`src/rtl/alu_pkg.sv`:
```
// Shared ALU definitions: opcode encoding, datapath width and register index type.
package alu_pkg;

  localparam int W      = 16;
  localparam int RIDX_W = 3;

  typedef enum logic [2:0] {
    OP_ADD   = 3'b000,
    OP_SUB   = 3'b001,
    OP_SHL   = 3'b010,
    OP_SHR   = 3'b011,
    OP_SRA   = 3'b100,
    OP_NAND  = 3'b101,
    OP_OR    = 3'b110,
    OP_SHADD = 3'b111
  } alu_op_e;

  typedef logic [RIDX_W-1:0] ridx_t;

endpackage

```
`src/rtl/alu_exec_pipe_regfile.sv`:
```
// 8x16 register file: two combinational read ports, two synchronous write ports
// (pipeline over external), r0 hardwired to zero.
module regfile_8x16
  import alu_pkg::*;
#(
  parameter int REGS = 8,
  parameter int W    = 16
) (
  input  logic         clk,
  input  logic         rst_n,
  input  ridx_t        ra1,
  input  ridx_t        ra2,
  output logic [W-1:0] rd1,
  output logic [W-1:0] rd2,
  input  logic         pw_en,
  input  ridx_t        pw_addr,
  input  logic [W-1:0] pw_data,
  input  logic         xw_en,
  input  ridx_t        xw_addr,
  input  logic [W-1:0] xw_data
);

  logic [W-1:0] mem_q [REGS];
  logic [W-1:0] mem_d [REGS];

  // External write first so a pipeline write to the same index overrides it.
  always_comb begin
    mem_d = mem_q;
    if (xw_en) mem_d[xw_addr] = xw_data;
    if (pw_en) mem_d[pw_addr] = pw_data;
    mem_d[0] = '0;
  end

  always_ff @(posedge clk) begin
    if (!rst_n) begin
      mem_q <= '{default: '0};
    end else begin
      mem_q <= mem_d;
    end
  end

  assign rd1 = mem_q[ra1];
  assign rd2 = mem_q[ra2];

endmodule

```
`src/rtl/alu_exec_pipe.sv`:
```
// Two-stage execute pipeline feeding an external combinational 16-bit ALU:
// E holds stable ALU operands, W captures the result and writes it back.
module alu_exec_pipe
  import alu_pkg::*;
#(
  parameter int REGS = 8,
  parameter int W    = 16
) (
  input  logic              clk,
  input  logic              rst_n,
  input  logic              in_valid,
  output logic              in_ready,
  input  logic [2:0]        in_op,
  input  logic [RIDX_W-1:0] in_rd,
  input  logic [RIDX_W-1:0] in_rs1,
  input  logic [RIDX_W-1:0] in_rs2,
  input  logic              ld_en,
  input  logic [RIDX_W-1:0] ld_addr,
  input  logic [W-1:0]      ld_data,
  output logic [W-1:0]      alu_a,
  output logic [W-1:0]      alu_b,
  output logic [2:0]        alu_op,
  input  logic [W-1:0]      alu_out,
  input  logic              alu_zerof,
  output logic              res_valid,
  input  logic              res_ready,
  output logic [W-1:0]      res_data,
  output logic [RIDX_W-1:0] res_rd,
  output logic              res_zero
);

  logic         e_valid_q, e_valid_d;
  logic [W-1:0] alu_a_q, alu_a_d;
  logic [W-1:0] alu_b_q, alu_b_d;
  alu_op_e      alu_op_q, alu_op_d;
  ridx_t        e_rd_q, e_rd_d;

  logic         res_valid_q, res_valid_d;
  logic [W-1:0] res_data_q, res_data_d;
  ridx_t        res_rd_q, res_rd_d;
  logic         res_zero_q, res_zero_d;

  logic         w_adv, e_adv, accept;
  logic [W-1:0] rf_rd1, rf_rd2;
  logic [W-1:0] opnd_a, opnd_b;

  regfile_8x16 #(
    .REGS (REGS),
    .W    (W)
  ) u_rf (
    .clk     (clk),
    .rst_n   (rst_n),
    .ra1     (in_rs1),
    .ra2     (in_rs2),
    .rd1     (rf_rd1),
    .rd2     (rf_rd2),
    .pw_en   (e_adv),
    .pw_addr (e_rd_q),
    .pw_data (alu_out),
    .xw_en   (ld_en),
    .xw_addr (ld_addr),
    .xw_data (ld_data)
  );

  always_comb begin
    w_adv    = !res_valid_q || res_ready;
    e_adv    = e_valid_q && w_adv;
    in_ready = !e_valid_q || w_adv;
    accept   = in_valid && in_ready;

    // The instruction leaving E writes back on this same edge, so forward its result.
    opnd_a = rf_rd1;
    opnd_b = rf_rd2;
    if (e_adv && (e_rd_q == in_rs1) && (in_rs1 != '0)) opnd_a = alu_out;
    if (e_adv && (e_rd_q == in_rs2) && (in_rs2 != '0)) opnd_b = alu_out;
  end

  // Stage E: operands stay frozen unless a new instruction is accepted.
  always_comb begin
    e_valid_d = e_valid_q;
    alu_a_d   = alu_a_q;
    alu_b_d   = alu_b_q;
    alu_op_d  = alu_op_q;
    e_rd_d    = e_rd_q;
    if (accept) begin
      e_valid_d = 1'b1;
      alu_a_d   = opnd_a;
      alu_b_d   = opnd_b;
      alu_op_d  = alu_op_e'(in_op);
      e_rd_d    = in_rd;
    end else if (e_adv) begin
      e_valid_d = 1'b0;
    end
  end

  // Stage W: result capture.
  always_comb begin
    res_valid_d = res_valid_q;
    res_data_d  = res_data_q;
    res_rd_d    = res_rd_q;
    res_zero_d  = res_zero_q;
    if (e_adv) begin
      res_valid_d = 1'b1;
      res_data_d  = alu_out;
      res_rd_d    = e_rd_q;
      res_zero_d  = alu_zerof;
    end else if (res_ready) begin
      res_valid_d = 1'b0;
    end
  end

  always_ff @(posedge clk) begin
    if (!rst_n) begin
      e_valid_q   <= 1'b0;
      alu_a_q     <= '0;
      alu_b_q     <= '0;
      alu_op_q    <= OP_ADD;
      e_rd_q      <= '0;
      res_valid_q <= 1'b0;
      res_data_q  <= '0;
      res_rd_q    <= '0;
      res_zero_q  <= 1'b0;
    end else begin
      e_valid_q   <= e_valid_d;
      alu_a_q     <= alu_a_d;
      alu_b_q     <= alu_b_d;
      alu_op_q    <= alu_op_d;
      e_rd_q      <= e_rd_d;
      res_valid_q <= res_valid_d;
      res_data_q  <= res_data_d;
      res_rd_q    <= res_rd_d;
      res_zero_q  <= res_zero_d;
    end
  end

  assign alu_a     = alu_a_q;
  assign alu_b     = alu_b_q;
  assign alu_op    = alu_op_q;
  assign res_valid = res_valid_q;
  assign res_data  = res_data_q;
  assign res_rd    = res_rd_q;
  assign res_zero  = res_zero_q;

endmodule

```
`config.mk`:
```
export PLATFORM = sky130hd
export DESIGN_NAME = alu_exec_pipe
export DESIGN_NICKNAME = d
export VERILOG_FILES = /design/src/rtl/alu_pkg.sv /design/src/rtl/alu_exec_pipe_regfile.sv /design/src/rtl/alu_exec_pipe.sv
export SDC_FILE = /design/constraint.sdc
export NUM_CORES = 1
export LEC_CHECK = 0
export BUFFER_PORTS_ARGS = -buffer_cell sky130_fd_sc_hd__buf_4
export CAP_MARGIN = 20
export CORE_MARGIN = 1.5
export CORE_UTILIZATION = 40
export CTS_BUF_LIST = sky130_fd_sc_hd__clkbuf_4 sky130_fd_sc_hd__clkbuf_8
export DETAILED_ROUTE_END_ITERATION = 16
export HOLD_SLACK_MARGIN = 0.1
export PLACE_DENSITY_LB_ADDON = 0.3
export SYNTH_ARGS = -nofsm -noshare
export SYNTH_HDL_FRONTEND = slang
export SYNTH_SLANG_ARGS = --single-unit
```
`constraint.sdc`:
```
create_clock -name clk -period 1.8 [get_ports clk]
set_clock_uncertainty 0.05 [all_clocks]
set_input_delay 0.09 -clock clk [delete_from_list [all_inputs] [get_ports clk]]
set_output_delay 0.09 -clock clk [all_outputs]
set_load 0.03 [all_outputs]
```
Word level (Yosys, flattened, before mapping)
Index checks and enable logic that the tools add are counted.
{"block": "classes", "n_lt_le_gt_ge": 6, "eq_ne": 2, "muxes": 20, "bitwise": 4, "n_reduce_logical": 16}
{"operator": "128-bit bitwise mux", "count": 2}
{"operator": "128-bit 2-to-1 mux", "count": 1}
{"operator": "16-bit 2-to-1 mux", "count": 8}
{"operator": "112-bit 2-to-1 mux", "count": 1}
{"operator": "16-bit binary-select mux with 3-bit select", "count": 2}
{"operator": "16-bit demux with 3-bit select", "count": 2}
{"operator": "4-bit greater-or-equal comparator, second input constant", "count": 4}
{"operator": "3-bit NOT with 4-bit output", "count": 4}
{"operator": "1-bit logical AND", "count": 8}
{"operator": "4-bit by 1-bit < comparator with 1-bit output, second input constant", "count": 2}
{"operator": "3-bit equality test", "count": 2}
{"operator": "3-bit nonzero test", "count": 2}
{"operator": "1-bit 2-to-1 mux", "count": 4}
{"operator": "2-bit nonzero test", "count": 2}
{"operator": "1-bit logical NOT", "count": 2}
{"operator": "1-bit logical OR", "count": 2}
{"block": "totals", "reg_bits": 172, "inputBits": 53, "out_inout_bits": 57, "elab_cells": 64}

Logic depth before layout (Yosys ltp)
Gate-level depths: netlist of the first run.
{"block": "depth", "ltp_word": 9, "mapped_depth": 7, "depth_no_buf": 4}

Hierarchy
Synthesis of the first run repeated with hierarchy kept, for this count alone.
{"block": "hier_totals", "hier_cells": 1144, "area_unflattened_um2": 9290.2}
{"module": "regfile_8x16", "instances": 1, "cells_per_inst": 830, "area_each_um2": 6610.1, "seq_area_each_um2": 2242.2}
{"module": "alu_exec_pipe", "instances": 1, "cells_per_inst": 314, "area_each_um2": 2680.1, "seq_area_each_um2": 1201.2}

Least setup slack after synthesis of the first run
Ideal clock, no wire load.
{"block": "synth_path", "path_kind": "register to register", "start": "register res_valid_q, in the netlist res_valid", "end": "register alu_a_q[15], in the netlist alu_a[15]", "setup_time_ns": 0.133, "arrival_time_ns": 1.662, "setup_slack_ns": -0.045, "path_stages_with_launch": 7, "period_less_slack_ns": 1.845, "path_cell_list": "dfxtp_1 nand3b_1 buf_2 and3_1 o21ai_1 buf_4 o221ai_1"}
{"element": "from (decl)", "line": "alu_exec_pipe.sv:38", "text": "logic res_valid_q, res_valid_d;"}
{"element": "from (signal assigned)", "line": "alu_exec_pipe.sv:129", "text": "res_valid_q <= res_valid_d;"}
{"element": "1-bit logical NOT", "line": "alu_exec_pipe.sv:66", "text": "w_adv = !res_valid_q || res_ready;"}
{"element": "1-bit logical OR", "line": "alu_exec_pipe.sv:66"}
{"element": "1-bit logical OR", "line": "alu_exec_pipe.sv:68", "text": "in_ready = !e_valid_q || w_adv;"}
{"element": "named net in_ready", "line": "alu_exec_pipe.sv:12", "text": "output logic in_ready,"}
{"element": "1-bit logical AND", "line": "alu_exec_pipe.sv:69", "text": "accept = in_valid && in_ready;"}
{"element": "to (signal assigned)", "line": "alu_exec_pipe.sv:125", "text": "alu_a_q <= alu_a_d;"}
{"element": "to (decl)", "line": "alu_exec_pipe.sv:33", "text": "logic [W-1:0] alu_a_q, alu_a_d;"}
The timed path passes the listed nets, and every way through them passes these cells.
A chain may end at the register's enable or synchronous reset.

Final worst setup path of the first run
{"block": "layout_path", "start": "register e_rd_q[1]", "end": "register alu_a_q[0], in the netlist alu_a[0]"}
{"block": "layout_between", "elab_chain_len": 4}
{"element": "from (decl)", "line": "alu_exec_pipe.sv:36", "text": "ridx_t e_rd_q, e_rd_d;"}
{"element": "from (signal assigned)", "line": "alu_exec_pipe.sv:128", "text": "e_rd_q <= e_rd_d;"}
{"element": "3-bit equality test", "line": "alu_exec_pipe.sv:74", "text": "if (e_adv && (e_rd_q == in_rs1) && (in_rs1 != '0)) opnd_a = alu_out;"}
{"element": "1-bit logical AND (2 in a row)", "line": "alu_exec_pipe.sv:74"}
{"element": "16-bit 2-to-1 mux", "line": "alu_exec_pipe.sv:74"}
Every way passes these cells.

==> flow_summary.yaml, run 1 <==
status:
  status: "completed"
global_route:
  grt_pass1_vias: 8253
  grt_pass1_wl_mm: 48.38
  overflow: 0
  antenna_found_initial: 0
  grt_max_degree: 100
  track_usage_pct: 26.28
placement:
  dp_slack_ps: 50.53
  port_buffers: 109
  post-place-cells: 1352
  place_congestion: 0.8415
  post-dp-hpwl_mm: 21.18
timing:
  slew_violations: 0
  fin_crit_ps: 1782
  fmax_mhz: 561.1
  worst_pin_slew_ps: 833.7
  fin_crit_sh_pct: 99.02
  finalHoldViolations: 0
  rsz0062_at_grt: "yes"
  maxSlewHeadroom_pct: 44.31
  fin_ws_ps: 17.68
  setup_viol: 0
pwr:
  ir_worst_vdd_v: 0.0004976
  total_power_uw: 8200
  power.leakage_uw: 0.004788
  power.density_nw_per_um2: 722.5
detailed_routing:
  wl_per_cell_um: 22.28
  drcViolationCount: 0
  dr.pass1.iters: 5
  wl_mm: 31.88
  drt_iter0_markers: 820
  dr_total_vias: 8650
  viasPerCell: 6.045
  antenna_left: 0
synth:
  synth_nets: 1060
  yosysSeqAreaShare_pct: 37.35
  avgSynthCellArea_sq_um: 9.155
  syn_inst: 1007
  ys_seq_elements: 172
  synth_cell_types: 45
  syn-cell-area_sq_um: 9219
  ys.warnings.count: 0
worst_setup_path:
  r2r_start: "e_rd_q[1]$_SDFFE_PN0P_"
  cp_data_arrival_time_ps: 2130
  reg2reg_setup_slack_ps: 20
  cp.required_ps: 2150
  cp-end-kind: "flop"
  cp-start-kind: "flop"
  r2r_end: "alu_a[0]$_SDFFE_PN0P_"
  r2r_cells: 4
  path_class: "flop to flop"
  cp_max_fo: 8
layout:
  final_cells: 1431
  drive_gt1_share_pct: 23.39
  fill_cells: 2081
  nNetsFinal: 1189
  area_delta_synth_final_pct: 23.11
  diodes: 0
clocking:
  htree_levels: 4
  cts_tree: "done"
  cts_root_buffer: "clkbuf_8"
  post_cts_buffers: 0
  clock-sinks: 172
  clockBufferDepth: 2
  clock_latency_ps: 480
  numCtsBuffers: 17
  path_clk_slew_ps: 80
floorplan:
  start_util_pct: 40.72
  die_w_um: 154.8
  design.die.area_sq_um: 23970
  ios: 110
  core-area_sq_um: 22640
  die_y_um: 154.8
  rows: 55
worst_hold_path:
  hold_depth: 5
  hold_end: "alu_b[15]$_SDFFE_PN0P_"
  min-delay-start: "in_rs2[0]"
  hold_path.class: "input port to flop"
run:
  drv_cap: 0
[how the worst max path moves through the flow]
stage | end | cells past startpoint | slack (ps) | startpoint
global route | alu_a[15]$_SDFFE_PN0P_ | 4 | -40 | e_rd_q[1]$_SDFFE_PN0P_
finish | alu_a[0]$_SDFFE_PN0P_ | 4 | 20 | e_rd_q[1]$_SDFFE_PN0P_
floorplan | alu_a[15]$_SDFFE_PN0P_ | 6 | 70 | res_valid$_SDFFE_PN0P_
detailed placement | alu_a[2]$_SDFFE_PN0P_ | 4 | 50 | e_rd_q[2]$_SDFFE_PN0P_
global placement | alu_a[1]$_SDFFE_PN0P_ | 4 | 70 | e_rd_q[2]$_SDFFE_PN0P_
CTS | alu_a[4]$_SDFFE_PN0P_ | 4 | 40 | e_rd_q[2]$_SDFFE_PN0P_
[power breakdown]
| part | internal, uW | total (uW) | switching (uW) |
|---|---|---|---|
| Sequential | 3970 | 4110 | 133 |
| Clock | 1080 | 2520 | 1430 |
| Combinational | 669 | 1580 | 906 |
| Total | 5730 | 8200 | 2470 |
[cells in the mapped netlist, drive strengths merged]
library cell,count,share of area [%]
a211o,2,0.20
a211oi,98,8.0
a21oi,22,1.2
a221o,30,3.3
a221oi,30,2.9
a311oi,5,0.48
a32oi,11,1.0
and2,6,0.42
and2b,2,0.19
and3,2,0.14
and4,1,0.095
and4bb,1,0.14
buf,54,3.8
clkbuf,60,2.5
dfxtp,172,37
dlygate4sd1,1,0.095
inv,19,0.77
mux2,30,3.7
mux2i,158,17
mux4,2,0.49
nand2,93,3.8
nand2b,1,0.068
nand3,10,0.54
nand3b,1,0.081
nand4,6,0.41
nand4b,6,0.57
nor2,125,5.1
nor2b,6,0.41
nor4bb,1,0.11
o211ai,1,0.081
o21ai,13,0.71
o221ai,31,3.6
or2,1,0.068
or4,1,0.12
xnor2,5,0.56
[placed cells by master (no fill, tap or decap), types with 5 or more instances in the layout]
cell type / instances
dfxtp_1: 168
buf_4: 163
mux2i_1: 158
nor2_1: 124
a211oi_1: 98
nand2_1: 93
dlygate4sd3_1: 49
mux2_2: 30
a221oi_1: 30
a221o_1: 30
a21oi_1: 21
clkbuf_8: 20
o221ai_1: 18
inv_1: 18
o221ai_2: 13
buf_12: 12
o21ai_0: 11
a32oi_1: 11
nand3_1: 8
nor2b_1: 6
nand4_1: 6
nand4b_1: 6
and2_1: 5
a311oi_1: 5
[kinds of logic after synthesis]
logic type	after synthesis	synth area share, %
AND/OR/NAND/NOR	263	12.23
AO/OA/AOI/OAI	243	21.42
multiplexers	190	21.31
flip-flops	172	37.35
buffers and inverters	134	7.139
XOR/XNOR	5	0.5565
[stage by stage]
stage	hold slack, ps	area [sq um]	util (%)	setup TNS (ps)
after global routing	206.7	11350	50.13	-288.3
after global placement	293.3	10470	46.26	0
final	193.4	11350	50.13	0
after floorplan	176.0	9220	-	0
after detailed placement	310.0	10470	46.26	0
after CTS	176.3	11300	49.93	0
[layer usage]
layer | wire length [um] | share of wire, % | GRT usage, % | vias up
met4 | 798 | 2.5 | 9.478 | 0
met1 | 14320 | 45 | 36.60 | 4196
met3 | 2617 | 8.2 | 4.455 | 62
li1 | - | - | - | 3993
met2 | 14150 | 44 | 40.88 | 399
met5 | 0 | 0 | 0 | -
[flip-flops by register name, indices dropped and copies added, names as in the netlist]
register / cells
u_rf.mem_q: 112
alu_a: 16
alu_b: 16
res_data: 16
alu_op: 3
e_rd_q: 3
res_rd: 3
e_valid_q: 1
res_valid: 1
res_zero: 1
[worst max-delay path, stage by stage, from the launching register on]
cell and delay [ps]:
dfxtp_2 350, xnor2_1 210, nand3_2 180, or4_4 690, o221ai_1 210
[layout make-up]
cell class                 instances  area [sq um]  area share [%]
clock buffer                      23         297.8           2.624
clock inverter                     6         41.29          0.3638
inverter                          19         72.57          0.6394
multi-input combinational        702          5179           45.63
sequential                       172          3448           30.38
tap                              285         356.6           3.142
timing repair buffer             224          1954           17.22
[repair_timing]
action | 4_1_cts | 5_1_grt
resized for setup | 0 | 11
setup endpoints to repair | 0 | 29
hold buffers | 49 | 0
hold endpoints to repair | 169 | 0
Power figures use the tool's default switching activity.
==> run 2, diff against run 1 <==
==> constraint.sdc (replaced) <==
create_clock -name clk -period 1.6 [get_ports clk]
set_clock_uncertainty 0.05 [all_clocks]
set_input_delay 0.08 -clock clk [delete_from_list [all_inputs] [get_ports clk]]
set_output_delay 0.08 -clock clk [all_outputs]
set_load 0.03 [all_outputs]
==> run 2 against run 1 <==
Core utilization increased by 3.0 points. Final area increased by 5.9%. Sequential power increased by 12%. Global-route usage increased by 0.41 points. The flow now finishes with violations (setup timing). Critical path depth unchanged. Hold slack got worse by 92 ps. Setup slack got worse by 92 ps.
==> flow_summary.yaml, run 2 (same netlist as run 1, synthesis figures left out) <==
status:
  status: "complete, but fails checks"
  violations: "setup timing"
placement:
  post-dp-hpwl_mm: 21.40
  post-place-cells: 1374
  placed_cell_area_sq_um: 10810
  port_buffers: 109
  place_congestion: 0.8616
layout:
  final_common_cell: "buf_4"
  multi_input_area_sq_um: 5401
  seq_area_sq_um: 3460
  drive_gt1_share_pct: 28.50
  nNetsFinal: 1212
  fill_cells: 2026
  layout_common_cells: "buf_4, dfxtp_1, mux2i_1"
  diodes: 0
  top_register: "u_rf.mem_q"
  final_cells: 1457
  area_delta_synth_final_pct: 30.42
  largest_reg_flops: 112
  finalInstanceArea_sq_um: 12020
clocking:
  path_clk_slew_ps: 90
  clock-sinks: 172
  clock_latency_ps: 480
  cts_tree: "done"
  numCtsBuffers: 17
  cts_root_buffer: "clkbuf_8"
  clockBufferDepth: 2
  htree_levels: 4
detailed_routing:
  drcViolationCount: 0
  drt_iter0_markers: 943
  dr.pass1.iters: 5
  dr_total_vias: 8787
  wl_mm: 33.04
  antenna_left: 0
  viasPerCell: 6.031
  wl_per_cell_um: 22.68
timing:
  fin_ws_ps: -74.35
  setup_viol: 31
  slew_violations: 0
  worst_pin_slew_ps: 1020
  finalHoldViolations: 0
  fmax_mhz: 597.2
  fin_crit_sh_pct: 104.6
  rsz0062_at_grt: "yes"
  fin_crit_ps: 1674
  maxSlewHeadroom_pct: 31.83
pwr:
  ir_worst_vdd_v: 0.0005104
  total_power_uw: 9666
  power.leakage_uw: 0.005086
  power.density_nw_per_um2: 804.0
global_route:
  antenna_found_initial: 0
  overflow: 0
  grt_pass1_vias: 8199
  track_usage_pct: 26.69
  grt_max_degree: 72
  grt_pass1_wl_mm: 48.97
worst_setup_path:
  path_class: "flop to flop"
  cp_data_arrival_time_ps: 2020
  cp_max_fo: 8
  cp-end-kind: "flop"
  cp-start-kind: "flop"
  cp.required_ps: 1950
floorplan:
  start_util_pct: 40.72
  design.die.area_sq_um: 23970
  die_w_um: 154.8
  rows: 55
  ios: 110
  core-area_sq_um: 22640
  die_y_um: 154.8
worst_hold_path:
  hold_path.class: "input port to flop"
run:
  drv_cap: 0
-- run 2: changes by cell type in the layout (fill, tap and decap cells not counted), sizes merged --
cell and change:
inv +7, bufinv +1, buf +25, dlygate4sd3 -6
clkinvlp -1
-- run 2: power breakdown --
part / internal, uW / switching [uW]
sequential: 4470 / 155
clock: 1330 / 1790
combinational: 849 / 1070
-- run 2: final timing paths --
path,to,slack (ps),start,cells after the start
setup / recovery,alu_a[4]$_SDFFE_PN0P_,-70,e_rd_q[2]$_SDFFE_PN0P_,4
hold / removal,alu_b[15]$_SDFFE_PN0P_,100,in_rs2[0],5
setup reg to reg,alu_a[4]$_SDFFE_PN0P_,-70,e_rd_q[2]$_SDFFE_PN0P_,4
hold reg to reg,alu_op[0]$_SDFFE_PN0P_,410,alu_op[0]$_SDFFE_PN0P_,2
-- run 2: cell type report --
type	instances	share of cell area, %
flip-flops and latches	172	28.78
inverters	19	0.6036
repair buffers	247	19.52
multi-input cells	702	44.93
clock inverters	13	1.082
well taps	285	2.966
clock buffers	19	2.123
-- run 2: metrics by stage --
step | utilization, % | hold slack, ps | worst slack [ps] | setup TNS, ps
floorplan | - | 166.0 | -22.32 | -383.4
global placement | 47.73 | 291.1 | -86.54 | -1770
detailed placement | 47.73 | 296.8 | -130.0 | -2771
CTS | 52.14 | 146.8 | -80.04 | -1306
global route | 53.10 | 114.8 | -116.6 | -1956
finish | 53.10 | 101.1 | -74.35 | -804.9
-- run 2: layer usage --
| metal | GRT usage [%] | vias up | share of wire, % |
|---|---|---|---|
| met5 | 0 | - | 0 |
| met4 | 8.562 | 0 | 2.4 |
| met3 | 4.427 | 56 | 7.9 |
| met2 | 40.22 | 401 | 44 |
| met1 | 38.69 | 4282 | 46 |
| li1 | - | 4048 | - |
-- run 2: critical path, stage by stage, from the launching register on --
cell,delay [ps]
dfxtp_4,380
xnor2_2,180
nand3_4,110
or4_4,650
o221ai_2,230
-- run 2: what timing repair did --
action                                  in CTS  in global routing
pin swaps                                    6                 12
resized for setup                           33                 21
endpoints found under the setup margin      33                 44
hold endpoints to repair                   169                  0
buffers inserted                             1                  3
gates cloned                                 1                  4
hold buffers                                43                  0
==> run 3, diff against run 2 <==
--- a/config.mk
+++ b/config.mk
@@ -12,7 +12,6 @@
 export CTS_BUF_LIST = sky130_fd_sc_hd__clkbuf_4 sky130_fd_sc_hd__clkbuf_8
 export DETAILED_ROUTE_END_ITERATION = 16
 export HOLD_SLACK_MARGIN = 0.1
-export PLACE_DENSITY_LB_ADDON = 0.3
 export SYNTH_ARGS = -nofsm -noshare
 export SYNTH_HDL_FRONTEND = slang
 export SYNTH_SLANG_ARGS = --single-unit
==> run 3 against run 2 <==
Critical path depth rose by 2. Combinational power increased by 3%. Largest cell class unchanged. Largest power group unchanged. The flow still finishes with violations (setup timing). Non-clock buffer count up 12. First-iteration DRC count rose by 2.8%. Core utilization up 1.6 points. Highest routed layer unchanged. Register-to-register slack improved by 20 ps. Power up 4.3%. Die area did not move.
==> flow_summary.yaml, run 3 (same netlist as run 1, synthesis figures left out) <==
clocking:
  cts_root_buffer: "clkbuf_8"
  htree_levels: 4
  numCtsBuffers: 17
  clock_latency_ps: 470
  cts_tree: "done"
  clock-sinks: 172
  clockBufferDepth: 2
  path_clk_slew_ps: 100
pwr:
  power.density_nw_per_um2: 813.6
  p_sw_share_pct: 30.51
  ir_worst_vdd_v: 0.0004709
  share_comb_of_total_power_pct: 19.6
  p_int_uw: 7003
  p_seq_share_pct: 45.9
  p_clk_share_pct: 34.5
  switching_power_uw: 3075
  power.leakage_uw: 0.005237
floorplan:
  design.die.area_sq_um: 23970
  die_w_um: 154.8
  die_y_um: 154.8
  rows: 55
  start_util_pct: 40.72
  ios: 110
  core-area_sq_um: 22640
detailed_routing:
  dr_total_vias: 9116
  wl_mm: 35.97
  dr.pass1.iters: 5
  wl_per_cell_um: 24.49
  antenna_left: 0
  viasPerCell: 6.206
  drcViolationCount: 0
  drt_iter0_markers: 969
layout:
  top_register: "u_rf.mem_q"
  nNetsFinal: 1224
  drive_gt1_share_pct: 30.49
  area_delta_synth_final_pct: 34.35
  final_common_cell: "buf_4"
  fin_util_pct: 54.71
  diodes: 0
  layout_common_cells: "buf_4, dfxtp_1, mux2i_1"
  largest_reg_flops: 112
global_route:
  antenna_found_initial: 0
  overflow: 0
  grt_pass1_wl_mm: 49.86
  grt_max_degree: 69
  grt_pass1_vias: 8031
  track_usage_pct: 27.43
timing:
  fmax_mhz: 605.3
  rsz0062_at_grt: "yes"
  worst_pin_slew_ps: 1209
  fin_crit_sh_pct: 103.3
  finalHoldViolations: 0
  whs_ps: 155.6
  fin_ws_ps: -52.12
  maxSlewHeadroom_pct: 19.25
  setup_viol: 34
  slew_violations: 0
  fin_crit_ps: 1652
worst_setup_path:
  path_class: "flop to flop"
  cp_data_arrival_time_ps: 1990
  crit_family: "compound AO/OA/AOI/OAI gates"
  cp.required_ps: 1940
  cp-end-kind: "flop"
  cp_cell_sequence: "buf_6, xnor2_1, and4_4, a211o_4, buf_12, o211ai_1"
  crit_buf_inv: 2
  cp_max_fo: 8
  slowest_stage: "dfxtp_4"
  cp-start-kind: "flop"
  max_stage_delay_ps: 390
worst_hold_path:
  hold_path.class: "input port to flop"
placement:
  place_congestion: 0.8331
  post-dp-hpwl_mm: 21.68
  port_buffers: 109
status:
  violations: "setup timing"
  status: "complete, but fails checks"
run:
  drv_cap: 0
## run 3: cell count changes in the layout (fill, tap and decap cells not counted), moves of 3 or more
cell       previous run  this run
a211oi_2              8        21
a211oi_1             90        77
o221ai_2             31        28
clkbuf_16             4         9
o21ai_0              11         5
o21ai_1               0         6
o221ai_1              0         3
buf_6                 2        10
## run 3: worst min-delay path, delay by kind of cell
kind                   cells  cell delay (ps)
AND/OR/NAND/NOR            2              200
buffers and inverters      1              170
AO/OA/AOI/OAI              2              170
## run 3: power groups by stage
stage	clock network (uW)	registers, uW	logic [uW]
global placement	0	4710	1700
CTS	3480	4610	1870
floorplan	0	4820	854
detailed placement	0	4710	1710
global route	3670	4650	2080
finish	3470	4620	1980
## run 3: worst paths after layout
path	depth (start not counted)	to	slack (ps)	from
worst max register to register	6	alu_b[15]$_SDFFE_PN0P_	-50	e_rd_q[2]$_SDFFE_PN0P_
worst min register to register	2	alu_op[2]$_SDFFE_PN0P_	410	alu_op[2]$_SDFFE_PN0P_
worst max-delay path	6	alu_b[15]$_SDFFE_PN0P_	-50	e_rd_q[2]$_SDFFE_PN0P_
worst min-delay path	5	alu_b[15]$_SDFFE_PN0P_	160	in_rs2[0]
## run 3: layer usage
| layer | vias to the layer above | part of all wire, % | global-route usage (%) | routed length [um] |
|---|---|---|---|---|
| met5 | - | 0 | 0 | 0 |
| met4 | 0 | 3.8 | 8.104 | 1362 |
| met3 | 86 | 8.3 | 4.343 | 2982 |
| met2 | 472 | 44 | 41.53 | 15700 |
| met1 | 4478 | 44 | 39.98 | 15930 |
| li1 | 4080 | - | - | - |
## run 3: stage by stage
stage / total power [uW] / instances / setup TNS, ps / cell area (sq um) / setup slack [ps]
floorplan: 5675 / 1007 / -383.4 / 9249 / -22.32
global placement: 6410 / 1374 / -2206 / 10790 / -117.3
detailed placement: 6424 / 1374 / -3011 / 10790 / -151.4
CTS: 9966 / 1456 / -1197 / 11890 / -98.06
global route: 10400 / 1469 / -2238 / 12390 / -91.32
finish: 10080 / 1469 / -764.4 / 12390 / -52.12
## run 3: repair_timing
item	4_1_cts	5_1_grt
resized for setup	32	55
setup endpoints to repair	64	118
hold buffers	44	0
cloned	3	9
setup buffers	3	6
pin swaps	6	49
endpoints found under the hold margin	170	0
## run 3: area by class of cell
| class | count | area [sq um] |
|---|---|---|
| Multi-Input combinational cell | 702 | 5494 |
| Tap cell | 285 | 356.6 |
| Sequential cell | 172 | 3460 |
| Fill cell | 2026 | 10250 |
| Clock buffer | 19 | 261.5 |
| Inverter | 19 | 72.57 |
| Timing Repair Buffer | 259 | 2565 |
| Clock inverter | 13 | 176.4 |
